$ cat config.mk
export PLATFORM = sky130hd
export DESIGN_NAME = tl_tx_fc_hdr_flat
export DESIGN_NICKNAME = d
export VERILOG_FILES = /design/src/rtl/tl_fc_pkg.sv /design/src/rtl/tl_tx_fc_hdr_if.sv /design/src/rtl/tl_tx_fc_credit_cmp.sv /design/src/rtl/tl_tx_fc_hdr.sv /design/src/flat_wrapper.sv
export SDC_FILE = /design/constraint.sdc
export NUM_CORES = 1
export LEC_CHECK = 0
export CORE_MARGIN = 2
export CORE_UTILIZATION = 53
export CTS_BUF_LIST = sky130_fd_sc_hd__clkbuf_4
export DETAILED_ROUTE_END_ITERATION = 8
export GPL_ROUTABILITY_DRIVEN = 0
export HOLD_SLACK_MARGIN = 0.02
export PLACE_DENSITY = 0.9
export SLEW_MARGIN = 25
export SYNTH_ARGS = -nofsm -noshare
export SYNTH_HDL_FRONTEND = slang
export SYNTH_SLANG_ARGS = --single-unit
export TNS_END_PERCENT = 30
$ cat constraint.sdc
create_clock -name clk -period 3.25 [get_ports clk]
set_input_delay 0.65 -clock clk [delete_from_list [all_inputs] [get_ports clk]]
set_output_delay 0.65 -clock clk [all_outputs]
set_load 0.02 [all_outputs]
$ cat src/rtl/tl_fc_pkg.sv
// rtl/tl_fc_pkg.sv - shared flow-control types and credit arithmetic helpers
package tl_fc_pkg;

    typedef enum logic [1:0] {
        FC_IDLE   = 2'd0,
        FC_INIT   = 2'd1,
        FC_ACTIVE = 2'd2
    } fc_state_t;

    function automatic logic [2:0] scale_shift(input logic [1:0] scale);
        case (scale)
            2'b10:   return 3'd2;
            2'b11:   return 3'd4;
            default: return 3'd0;
        endcase
    endfunction

    // Each counter width only accepts the scale encodings that produce it.
    function automatic logic scale_ok(input int f, input logic [1:0] scale);
        case (f)
            8:       return !scale[1];
            10:      return scale == 2'b10;
            12:      return scale == 2'b11;
            default: return 1'b0;
        endcase
    endfunction

    // True when (cl - (cc + req)) mod 2^f does not exceed half the counter range.
    function automatic logic credit_ok(input logic [15:0] cl, input logic [15:0] cc,
                                       input logic [15:0] req, input int f);
        logic [15:0] mask;
        logic [15:0] half;
        logic [15:0] diff;
        mask = 16'((32'd1 << f) - 32'd1);
        half = 16'(32'd1 << (f - 1));
        diff = (cl - cc - req) & mask;
        return diff <= half;
    endfunction

endpackage

$ cat src/rtl/tl_tx_fc_hdr_if.sv
// rtl/tl_tx_fc_hdr_if.sv - DLLP, arbiter and status signals of the header credit gate
interface tl_tx_fc_hdr_if #(parameter int F = 8);
    logic         dll_init;
    logic         fc_valid;
    logic         fc_is_init;
    logic [7:0]   fc_hdr;
    logic [1:0]   fc_hdr_scale;
    logic         tlp_req;
    logic [1:0]   tlp_hdr_creds;
    logic         tlp_grant;
    logic         fc_active;
    logic         hdr_infinite;
    logic [F-1:0] creds_avail_hdr;
    logic         fc_err;

    modport master (
        output dll_init, fc_valid, fc_is_init, fc_hdr, fc_hdr_scale, tlp_req, tlp_hdr_creds,
        input  tlp_grant, fc_active, hdr_infinite, creds_avail_hdr, fc_err
    );

    modport slave (
        input  dll_init, fc_valid, fc_is_init, fc_hdr, fc_hdr_scale, tlp_req, tlp_hdr_creds,
        output tlp_grant, fc_active, hdr_infinite, creds_avail_hdr, fc_err
    );
endinterface

$ cat src/rtl/tl_tx_fc_credit_cmp.sv
// rtl/tl_tx_fc_credit_cmp.sv - modulo-2^F credit limit vs consumed compare
module tl_tx_fc_credit_cmp
    import tl_fc_pkg::*;
#(
    parameter int F = 8
) (
    input  logic [F-1:0] cl,
    input  logic [F-1:0] cc,
    input  logic [F-1:0] req,
    output logic         grant_ok,
    output logic [F-1:0] creds_avail
);
    assign grant_ok    = credit_ok(16'(cl), 16'(cc), 16'(req), F);
    assign creds_avail = cl - cc;
endmodule

$ cat src/rtl/tl_tx_fc_hdr.sv
// rtl/tl_tx_fc_hdr.sv - transmit header credit gate for one FC type
module tl_tx_fc_hdr
    import tl_fc_pkg::*;
#(
    parameter int HDR_FIELD_SIZE = 8
) (
    input  logic           clk,
    input  logic           rst,
    tl_tx_fc_hdr_if.slave  fc
);
    localparam int F = HDR_FIELD_SIZE;

    fc_state_t    state;
    logic [F-1:0] cl;
    logic [F-1:0] cc;
    logic         hdr_inf;
    logic         captured;
    logic         grant_q;
    logic         err_q;

    logic [F-1:0] scaled;
    logic [F-1:0] req_ext;
    logic [F-1:0] creds_diff;
    logic         dllp_ok;
    logic         grant_ok;
    logic         grant_now;

    assign scaled  = F'({8'd0, fc.fc_hdr} << scale_shift(fc.fc_hdr_scale));
    assign req_ext = F'(fc.tlp_hdr_creds);
    assign dllp_ok = scale_ok(F, fc.fc_hdr_scale);

    tl_tx_fc_credit_cmp #(.F(F)) u_cmp (
        .cl          (cl),
        .cc          (cc),
        .req         (req_ext),
        .grant_ok    (grant_ok),
        .creds_avail (creds_diff)
    );

    // A held request is re-evaluated only after its grant pulse has dropped.
    assign grant_now = (state == FC_ACTIVE) && !fc.dll_init && fc.tlp_req && !grant_q
                       && (hdr_inf || grant_ok);

    always_ff @(posedge clk) begin
        if (rst) begin
            state    <= FC_IDLE;
            cl       <= '0;
            cc       <= '0;
            hdr_inf  <= 1'b0;
            captured <= 1'b0;
            grant_q  <= 1'b0;
            err_q    <= 1'b0;
        end else begin
            grant_q <= 1'b0;
            err_q   <= fc.fc_valid && !dllp_ok;
            case (state)
                FC_IDLE: begin
                    if (fc.dll_init) begin
                        state    <= FC_INIT;
                        cl       <= '0;
                        cc       <= '0;
                        hdr_inf  <= 1'b0;
                        captured <= 1'b0;
                    end
                end
                FC_INIT: begin
                    if (!fc.dll_init) begin
                        if (captured) begin
                            state <= FC_ACTIVE;
                        end else begin
                            state <= FC_IDLE;
                            err_q <= 1'b1;
                        end
                    end else if (fc.fc_valid && fc.fc_is_init && dllp_ok && !captured) begin
                        captured <= 1'b1;
                        if (fc.fc_hdr == 8'd0) begin
                            hdr_inf <= 1'b1;
                        end else begin
                            cl <= scaled;
                        end
                    end
                end
                FC_ACTIVE: begin
                    if (fc.dll_init) begin
                        state    <= FC_INIT;
                        cl       <= '0;
                        cc       <= '0;
                        hdr_inf  <= 1'b0;
                        captured <= 1'b0;
                    end else begin
                        if (grant_now) begin
                            grant_q <= 1'b1;
                            if (!hdr_inf) begin
                                cc <= cc + req_ext;
                            end
                        end
                        if (fc.fc_valid && !fc.fc_is_init && dllp_ok) begin
                            if (hdr_inf) begin
                                if (fc.fc_hdr != 8'd0) begin
                                    err_q <= 1'b1;
                                end
                            end else begin
                                cl <= scaled;
                                if (!credit_ok(16'(scaled), 16'(cc), 16'd0, F)) begin
                                    err_q <= 1'b1;
                                end
                            end
                        end
                    end
                end
                default: state <= FC_IDLE;
            endcase
        end
    end

    assign fc.tlp_grant       = grant_q;
    assign fc.fc_active       = (state == FC_ACTIVE);
    assign fc.hdr_infinite    = hdr_inf;
    assign fc.creds_avail_hdr = hdr_inf ? '1 : creds_diff;
    assign fc.fc_err          = err_q;
endmodule

$ cat src/flat_wrapper.sv
// flat-port wrapper written by rule: the top's interface ports become plain ports
module tl_tx_fc_hdr_flat import tl_fc_pkg::*;
#(
    parameter int HDR_FIELD_SIZE = 8
)
  (clk, rst, fc_dll_init, fc_fc_valid, fc_fc_is_init, fc_fc_hdr, fc_fc_hdr_scale, fc_tlp_req, fc_tlp_hdr_creds, fc_tlp_grant, fc_fc_active, fc_hdr_infinite, fc_creds_avail_hdr, fc_fc_err);
  tl_tx_fc_hdr_if #(.F(8)) fc_i ();
  input  logic clk;
  input  logic rst;
  input wire logic [$bits(fc_i.dll_init)-1:0] fc_dll_init;
  input wire logic [$bits(fc_i.fc_valid)-1:0] fc_fc_valid;
  input wire logic [$bits(fc_i.fc_is_init)-1:0] fc_fc_is_init;
  input wire logic [$bits(fc_i.fc_hdr)-1:0] fc_fc_hdr;
  input wire logic [$bits(fc_i.fc_hdr_scale)-1:0] fc_fc_hdr_scale;
  input wire logic [$bits(fc_i.tlp_req)-1:0] fc_tlp_req;
  input wire logic [$bits(fc_i.tlp_hdr_creds)-1:0] fc_tlp_hdr_creds;
  output wire logic [$bits(fc_i.tlp_grant)-1:0] fc_tlp_grant;
  output wire logic [$bits(fc_i.fc_active)-1:0] fc_fc_active;
  output wire logic [$bits(fc_i.hdr_infinite)-1:0] fc_hdr_infinite;
  output wire logic [$bits(fc_i.creds_avail_hdr)-1:0] fc_creds_avail_hdr;
  output wire logic [$bits(fc_i.fc_err)-1:0] fc_fc_err;
  assign fc_i.dll_init = fc_dll_init;
  assign fc_i.fc_valid = fc_fc_valid;
  assign fc_i.fc_is_init = fc_fc_is_init;
  assign fc_i.fc_hdr = fc_fc_hdr;
  assign fc_i.fc_hdr_scale = fc_fc_hdr_scale;
  assign fc_i.tlp_req = fc_tlp_req;
  assign fc_i.tlp_hdr_creds = fc_tlp_hdr_creds;
  assign fc_tlp_grant = fc_i.tlp_grant;
  assign fc_fc_active = fc_i.fc_active;
  assign fc_hdr_infinite = fc_i.hdr_infinite;
  assign fc_creds_avail_hdr = fc_i.creds_avail_hdr;
  assign fc_fc_err = fc_i.fc_err;
  tl_tx_fc_hdr #(.HDR_FIELD_SIZE(HDR_FIELD_SIZE)) u_core (.clk(clk), .rst(rst), .fc(fc_i));
endmodule
==> impl_metrics.ini, run 1 <==
[route]
wl_microns = 6793
dr.pass1.iters = 5
drc = 0
viasPerCell = 5.953
drt_iter0_markers = 158
wire_per_inst_microns = 15.83
vias = 2554
ant_nets = 0

[timing]
period_needed_ps = 3271
rsz0062_at_grt = true
slew_violations = 0
setup_ws_ps = -21.13
worstMarginPinSlew_ps = 660.2
setup_violations = 4
hold_viol_final = 0
fin_skew_ps = 8.814
maxSlewHeadroom = 0.5569
fmax_ghz = 0.3057
min_period_over_period = 1.007

[cells_and_area]
finish.utilization = 0.7163
multi_input_area_sq_mm = 0.001934
layout_common_cells = inv_1, a21oi_1, ha_1, nor2_1, buf_4
syn2layout_area_growth_pct = 27.76
drive_above_1_share = 0.1565
regArea_sq_um = 444.2
antenna_cells = 0
finalNetCount = 436
layout_commonest_cell = inv_1
fillers = 334

[power_and_ir_drop]
peakVddDrop_v = 0.0002929
total_power_w = 0.0007775
leakagePower_nw = 1.405
powerDensity_mw_per_mm2 = 245.9

[grt]
use_met1 = 0.3124
overflow = 0
gr-usage-met3 = 0.05000
grt_max_degree = 18
grt_usage = 0.2666
antenna_found_initial = 0
grt_pass1_vias = 2477
busiest_layer = met2
grt_pass1_wl_microns = 11160
met2_usage = 0.4618

[yosys]
synthCells = 323
synth_edf_count = 0
synth_compound_gate_area_share = 0.2032
synthArstFlopShare = 0
synthesis.nets = 381
yosysSeqAreaShare = 0.1780
yosys.area_share.simple = 0.2346
synthMuxAreaShare = 0.04904
synth_top_family_by_area = simple AND/OR/NAND/NOR gates
synth.ff_latch_count = 22
avgSynthCellArea_sq_um = 7.662
yosys_most_used_dff = dfxtp_1
synth_area_sq_mm = 0.002475
synthAdderAreaFrac = 0.2174
synth-xor-area-share = 0.04954
ys_warn_count = 0
ys_types = 51

[worst_setup_path]
critical_path.top_delay_family = adder cells
crit_required_ps = 3500
crit_chain = buf_8, inv_8, fa_1, inv_1, ha_2, nor2_4, fa_2, nand2b_4, a21oi_4, mux2_4, or4_4, a21boi_4, buf_6, nand4_1, mux2i_1
endpoint_kind = flip-flop
slowest_delay_ps = 460
critical_path.max_fanout = 5
arrival_ps = 3520
startpoint_type = input port
critPathKind = in -> reg
critPathBufInv = 4
critPathSlowestCell = fa_1

[placement]
port_buffers = 29
detailed_place_hpwl_microns = 5269

[die]
pin_count = 30
initial_core_util = 0.5607
fp.coreArea_sq_mm = 0.004414
die_w_microns = 72.34
rows = 24
die_y_microns = 72.34
die_area_sq_mm = 0.005232

[clock_tree]
path_clk_slew_ps = 140
clock-root-buffer = clkbuf_4
htreeDepth = 1
clkSinkCount = 22
clockBufferDepth = 2
cts_buffers = 3
holdBufCountCts = 0
worstSkewPairLatency_ps = 340
cts_tree = built

[job]
cap_violations = 0

[min_path]
min_path_type = reg -> reg

[run_status]
outcome = finished with violations
violations = negative setup slack
-- state kept, by name (all words and copies together) (netlist names) --
name	flops
u_core.captured	1
u_core.cc	8
u_core.cl	8
u_core.fc.fc_err	1
u_core.fc.hdr_infinite	1
u_core.fc.tlp_grant	1
u_core.state	2
-- path summary, 6_finish.rpt --
kind	from	to	depth (start not counted)	slack, ps
setup / recovery	fc_tlp_hdr_creds[0]	u_core.cc[6]	15	-20
hold / removal	u_core.state[1]	u_core.state[1]	2	520
setup reg to reg	u_core.cc[0]	u_core.cc[6]	14	-10
hold reg to reg	u_core.state[1]	u_core.state[1]	2	520
-- stage by stage --
step,instance area [sq um],hold slack (ps),TNS (ps),setup slack (ps),instances
after floorplan,2512,460.8,-792.6,-190.7,323
after global placement,3048,477.5,-7153,-866.6,424
after detailed placement,3048,503.9,-7980,-962.3,424
after CTS,3113,523.7,-176.1,-43.56,429
after global routing,3162,548.9,-765.2,-159.4,429
final,3162,521.8,-58.60,-21.13,429
-- cell usage after synthesis (3+ instances only) --
cell type | instances | share of area
fa_1 | 5 | 0.040
nor3_1 | 5 | 0.010
and3_1 | 4 | 0.010
mux2i_1 | 11 | 0.044
a21o_1 | 5 | 0.015
nor2_1 | 32 | 0.049
nor3b_1 | 5 | 0.015
nor2b_1 | 7 | 0.018
ha_1 | 35 | 0.18
o21a_1 | 3 | 0.0091
o21ai_0 | 15 | 0.030
clkbuf_1 | 8 | 0.012
a21oi_1 | 35 | 0.071
o21bai_1 | 3 | 0.0091
inv_1 | 37 | 0.056
xor2_1 | 4 | 0.014
dfxtp_1 | 22 | 0.18
xnor2_1 | 10 | 0.035
nand2b_1 | 11 | 0.028
nand2_1 | 23 | 0.035
-- routing by layer --
metal | up-vias | wire length (microns)
li1 | 1221 | -
met1 | 1180 | 2691
met2 | 122 | 3400
met3 | 31 | 440
met4 | 0 | 260
met5 | - | 0
-- final cells by class --
cell class,instances,share of cell area
Clock buffer,3,0.007123
Clock inverter,1,0.009497
Inverter,37,0.04630
Multi-Input combinational cell,256,0.6118
Sequential cell,22,0.1405
Tap cell,52,0.02058
Timing Repair Buffer,58,0.1642
-- worst min-delay path: stages (launching register included) --
cell and delay, ps:
dfxtp_1 370, nand2_1 70, a21oi_1 60
-- kinds of logic after synthesis --
kind of cell | count (synthesis)
compound gates | 81
xor+xnor | 14
fa+ha+maj | 40
buf+inv | 45
flops | 22
mux | 12
simple gates | 109
-- what timing repair did --
| item | 4_1_cts | 5_1_grt |
|---|---|---|
| resized for setup | 13 | 16 |
| setup buffers | 1 | 0 |
| cloned | 0 | 0 |
| endpoints found under the setup margin | 13 | 13 |
| pin swaps | 1 | 3 |
-- power breakdown --
part	internal (W)	leakage [nW]	total, W	switching, W
sequential	0.000275	0.179	0.000283	0.00000801
combinational	0.000132	1.20	0.000273	0.000141
clock	0.000125	0.0279	0.000222	0.0000970
(Power assumes the default switching activity.)
==> run 2: changes to the inputs <==
REMOVE_ABC_BUFFERS = 1   (was not set)
TNS_END_PERCENT = not set   (was 30)
==> run 2 against run 1 <==
- the run still ends with negative setup slack left
- clock-buffer cell count unchanged
- cell area up 0.67%
- final cell count up 1.4%
- combinational power down 1%
- global-route usage up 0.56 points
- first-iteration DRC count down 14%
- total power down 0.90%
- largest power group unchanged
==> impl_metrics.ini, run 2 (synthesized netlist as in run 1, its figures left out) <==
[worst_setup_path]
rr_endpoint = u_core.cc[6]
crit_required_ps = 3520
critical_path.top_delay_family = adder cells
startpoint_type = input port
worst-path-stages = 14
endpoint_kind = flip-flop
reg2reg_depth = 13
rrSetupSlack_ps = -40
critPathKind = in -> reg
critPathBufInv = 3
critPathSlowestCell = fa_1
crit_chain = buf_8, inv_4, fa_1, ha_2, nor2_4, fa_2, nand2b_4, a21oi_4, mux2_4, or4_4, a21boi_4, buf_4, nand4_1, mux2i_1
critical_path.max_fanout = 5
arrival_ps = 3620
slowest_delay_ps = 590
worstSetupEndpoint = u_core.cc[6]
cp-startpoint = fc_tlp_hdr_creds[0]
r2r-start = u_core.cc[0]

[placement]
pre_cts_ws_ps = -926.5
detailed_place_hpwl_microns = 5145
port_buffers = 29

[clock_tree]
path_clk_slew_ps = 140
clockBufferDepth = 2
htreeDepth = 1
clkSinkCount = 22
cts_tree = built
cts_buffers = 3
worstSkewPairLatency_ps = 330
clock-root-buffer = clkbuf_4

[grt]
antenna_found_initial = 0
grt_pass1_wl_microns = 11350
grt_usage = 0.2721
grt_pass1_vias = 2535
overflow = 0
grt_max_degree = 18

[route]
vias = 2539
wl_microns = 6787
wire_per_inst_microns = 15.60
drc = 0
viasPerCell = 5.837
dr.pass1.iters = 4
ant_nets = 0
drt_iter0_markers = 136

[cells_and_area]
finalNetCount = 442
regArea_sq_um = 441.7
multi_input_area_sq_mm = 0.001922
drive_above_1_share = 0.1645
fillers = 317
antenna_cells = 0
layout_common_cells = inv_1, a21oi_1, ha_1, buf_4, nor2_1
largestRegisters = u_core.cc x8, u_core.cl x8, u_core.state x2
syn2layout_area_growth_pct = 28.61

[timing]
min_period_over_period = 1.032
setup_violations = 7
rsz0062_at_grt = true
setup_ws_ps = -104.1
fin_skew_ps = 11.67
hold_viol_final = 0
whs_ps = 522.1
fmax_ghz = 0.2981
worstMarginPinSlew_ps = 588.4
period_needed_ps = 3354
slew_violations = 0
maxSlewHeadroom = 0.6072
finalSetupTns_ps = -529.9

[die]
initial_core_util = 0.5607
rows = 24
die_area_sq_mm = 0.005232
fp.coreArea_sq_mm = 0.004414
pin_count = 30
die_w_microns = 72.34
die_y_microns = 72.34

[power_and_ir_drop]
seqPwrFrac = 0.367
clkPwrFrac = 0.284
peakVddDrop_v = 0.0002293
switching_share = 0.3120
p_int_w = 0.0005301
p_comb_frac = 0.349
total_power_w = 0.0007705
powerDensity_mw_per_mm2 = 242.1
leakagePower_nw = 1.403
switchingPower_w = 0.0002404

[run_status]
violations = negative setup slack
outcome = finished with violations

[min_path]
min_path_type = reg -> reg

[job]
cap_violations = 0
[run 2: changes by cell type in the layout (fill, tap and decap cells not counted), sizes merged]
cell          change
buf               +6
clkbuf            +1
dlymetal6s2s      -1
[run 2: per-stage QoR]
stage,instance area [sq um],cells,utilization
2_1_floorplan,2445,315,-
3_3_place_gp,3018,425,0.6837
3_5_place_dp,3018,425,0.6837
4_1_cts,3137,432,0.7106
5_1_grt,3183,435,0.7211
6_report,3183,435,0.7211
[run 2: repair_timing]
item                                    CTS  global route
resized for setup                        25            10
hold buffers                              0             0
pin swaps                                 6             8
buffers inserted                          3             3
endpoints found under the setup margin   13            11
[run 2: how the worst min path moves through the flow]
stage	cells after the start	endpoint	slack, ps	start
2_1_floorplan	2	u_core.cc[3]	460	u_core.cc[3]
3_3_place_gp	2	u_core.cc[6]	480	u_core.cc[6]
3_5_place_dp	2	u_core.state[1]	500	u_core.state[1]
4_1_cts	2	u_core.cc[3]	520	u_core.cc[3]
5_1_grt	2	u_core.state[1]	540	u_core.state[1]
6_report	2	u_core.captured	520	u_core.captured
[run 2: power by group through the flow]
stage / clock, W / combinational, W / sequential, W
after floorplan: 0 / 0.000143 / 0.000288
after global placement: 0 / 0.000248 / 0.000288
after detailed placement: 0 / 0.000258 / 0.000288
after CTS: 0.000220 / 0.000262 / 0.000283
after global routing: 0.000231 / 0.000293 / 0.000284
final: 0.000219 / 0.000269 / 0.000283
[run 2: tightest hold or removal path: stages (launching register included)]
cell and delay, ps:
dfxtp_1 360, o21ai_0 70, a21oi_1 60
[run 2: per-layer routing]
layer  global-route usage  up-vias  share of wire
met5                    0        -              0
met2               0.4883       82           0.52
met1               0.3333     1193           0.41
met3              0.04167       18          0.048
li1                     -     1246              -
met4              0.08176        0          0.021
[run 2: area by class of cell]
class                   instances  area share
clock buffers                   3    0.007075
clock inverters                 1    0.009434
inverters                      37     0.04442
multi-input cells             256      0.6038
flip-flops and latches         22      0.1388
well taps                      52     0.02044
repair buffers                 64      0.1761
==> run 3: changes to the inputs <==
CORE_MARGIN = 4   (was 2)
CORE_UTILIZATION = 51   (was 53)
CTS_BUF_LIST = sky130_fd_sc_hd__clkbuf_8 sky130_fd_sc_hd__clkbuf_16   (was sky130_fd_sc_hd__clkbuf_4)
GPL_TIMING_DRIVEN = 1   (was not set)
PLACE_DENSITY = 0.88   (was 0.9)
==> run 3 against run 2 <==
- the run still ends with negative setup slack left
- cell area rose by 2.8%
- sequential share of layout area shrank 0.38 points
- non-clock buffer count is 2 higher
- largest power group is now combinational logic
==> impl_metrics.ini, run 3 (synthesized netlist as in run 1, its figures left out) <==
[grt]
grt_usage = 0.2279
grt_pass1_vias = 2591
grt_max_degree = 18
grt_pass1_wl_microns = 11340
antenna_found_initial = 0
overflow = 0

[cells_and_area]
finish.utilization = 0.6930
regArea_sq_um = 441.7
largestRegisters = u_core.cc x8, u_core.cl x8, u_core.state x2
fin_area_sq_mm = 0.003273
layout_commonest_cell = inv_1
fillers = 340
antenna_cells = 0
finalNetCount = 444
layout_common_cells = inv_1, buf_4, a21oi_1, ha_1, nor2_1
syn2layout_area_growth_pct = 32.25
drive_above_1_share = 0.1714
multi_input_area_sq_mm = 0.001971

[timing]
slew_violations = 0
period_needed_ps = 3400
whs_ps = 501.0
min_period_over_period = 1.046
setup_violations = 9
rsz0062_at_grt = true
fmax_ghz = 0.2941
hold_viol_final = 0
worstMarginPinSlew_ps = 578.4
maxSlewHeadroom = 0.6118
fin_skew_ps = 3.677
setup_ws_ps = -150.1

[worst_setup_path]
rrSetupSlack_ps = -50
critical_path.max_fanout = 5
r2r-start = u_core.cc[0]
cp-startpoint = fc_tlp_hdr_creds[0]
critPathKind = in -> reg
startpoint_type = input port
crit_required_ps = 3440
arrival_ps = 3590
endpoint_kind = flip-flop

[clock_tree]
worstSkewPairLatency_ps = 270
clkSinkCount = 22
holdBufCountCts = 0
clock-root-buffer = clkbuf_8
cts_tree = built
cts_buffers = 3
path_clk_slew_ps = 80
htreeDepth = 1
clockBufferDepth = 2

[power_and_ir_drop]
peakVddDrop_v = 0.0002463
leakagePower_nw = 1.430
powerDensity_mw_per_mm2 = 234.2

[placement]
port_buffers = 29
pre_cts_ws_ps = -984.7
detailed_place_hpwl_microns = 5034
placed_area_sq_mm = 0.003052

[die]
rows = 25
initial_core_util = 0.5240
die_w_microns = 77.66
pin_count = 30
die_y_microns = 77.66
die_area_sq_mm = 0.006031
fp.coreArea_sq_mm = 0.004723

[min_path]
hp-start = u_core.cc[6]
min_path_type = reg -> reg

[route]
ant_nets = 0
drt_iter0_markers = 160
drc = 0
wl_microns = 6726
vias = 2587
viasPerCell = 5.723
dr.pass1.iters = 5
wire_per_inst_microns = 14.88

[run_status]
violations = negative setup slack
outcome = finished with violations

[job]
cap_violations = 0
==> run 3: cell types whose count changed in the layout (fill, tap and decap cells not counted), moves of 2 or more <==
cell	delta
buf_4	+2
clkbuf_4	-3
clkbuf_8	+4
inv_1	+2
dlygate4sd2_1	-2
inv_2	-2
==> run 3: per-layer routing <==
| layer | global-route usage | vias to the layer above | part of all wire |
|---|---|---|---|
| li1 | - | 1246 | - |
| met1 | 0.2569 | 1195 | 0.40 |
| met2 | 0.4195 | 119 | 0.50 |
| met3 | 0.04292 | 27 | 0.063 |
| met4 | 0.08541 | 0 | 0.033 |
| met5 | 0 | - | 0 |
==> run 3: layout make-up <==
cell class,count,share of cell area
Sequential cell,22,0.1349
Clock buffer,4,0.01682
Timing Repair Buffer,66,0.1774
Tap cell,67,0.02561
Multi-Input combinational cell,256,0.6021
Inverter,37,0.04320
==> run 3: worst max-delay path, cell delays in order <==
cell and delay [ps]:
buf_8 80, inv_4 30, fa_1 550, ha_2 200, nor2_4 40, fa_2 340, nand2b_4 150, a21oi_2 140
mux2_4 310, or4_4 450, a21boi_4 210, and4_1 240, mux2i_1 200
==> run 3: report_power, final <==
part | switching (W) | internal (W)
clock network | 0.0000928 | 0.000108
registers | 0.00000786 | 0.000274
logic | 0.000146 | 0.000137
==> run 3: path summary, 6_finish.rpt <==
path                  end  cells after the start
max reg2reg  u_core.cc[3]                     13
min          u_core.cc[6]                      2
min reg2reg  u_core.cc[6]                      2
max          u_core.cc[3]                     13
==> run 3: per-stage QoR <==
step / TNS [ps] / instances / power, W
after floorplan: -1460 / 315 / 0.0004311
after global placement: -6707 / 442 / 0.0005383
after detailed placement: -8083 / 442 / 0.0005447
after CTS: -1881 / 452 / 0.0007516
after global routing: -2192 / 452 / 0.0008059
final: -970.5 / 452 / 0.0007665
==> run 3: what timing repair did <==
item,in CTS,in global routing
gates resized for setup,22,18
pin swaps,8,10
buffers inserted,6,2
setup endpoints to repair,12,14
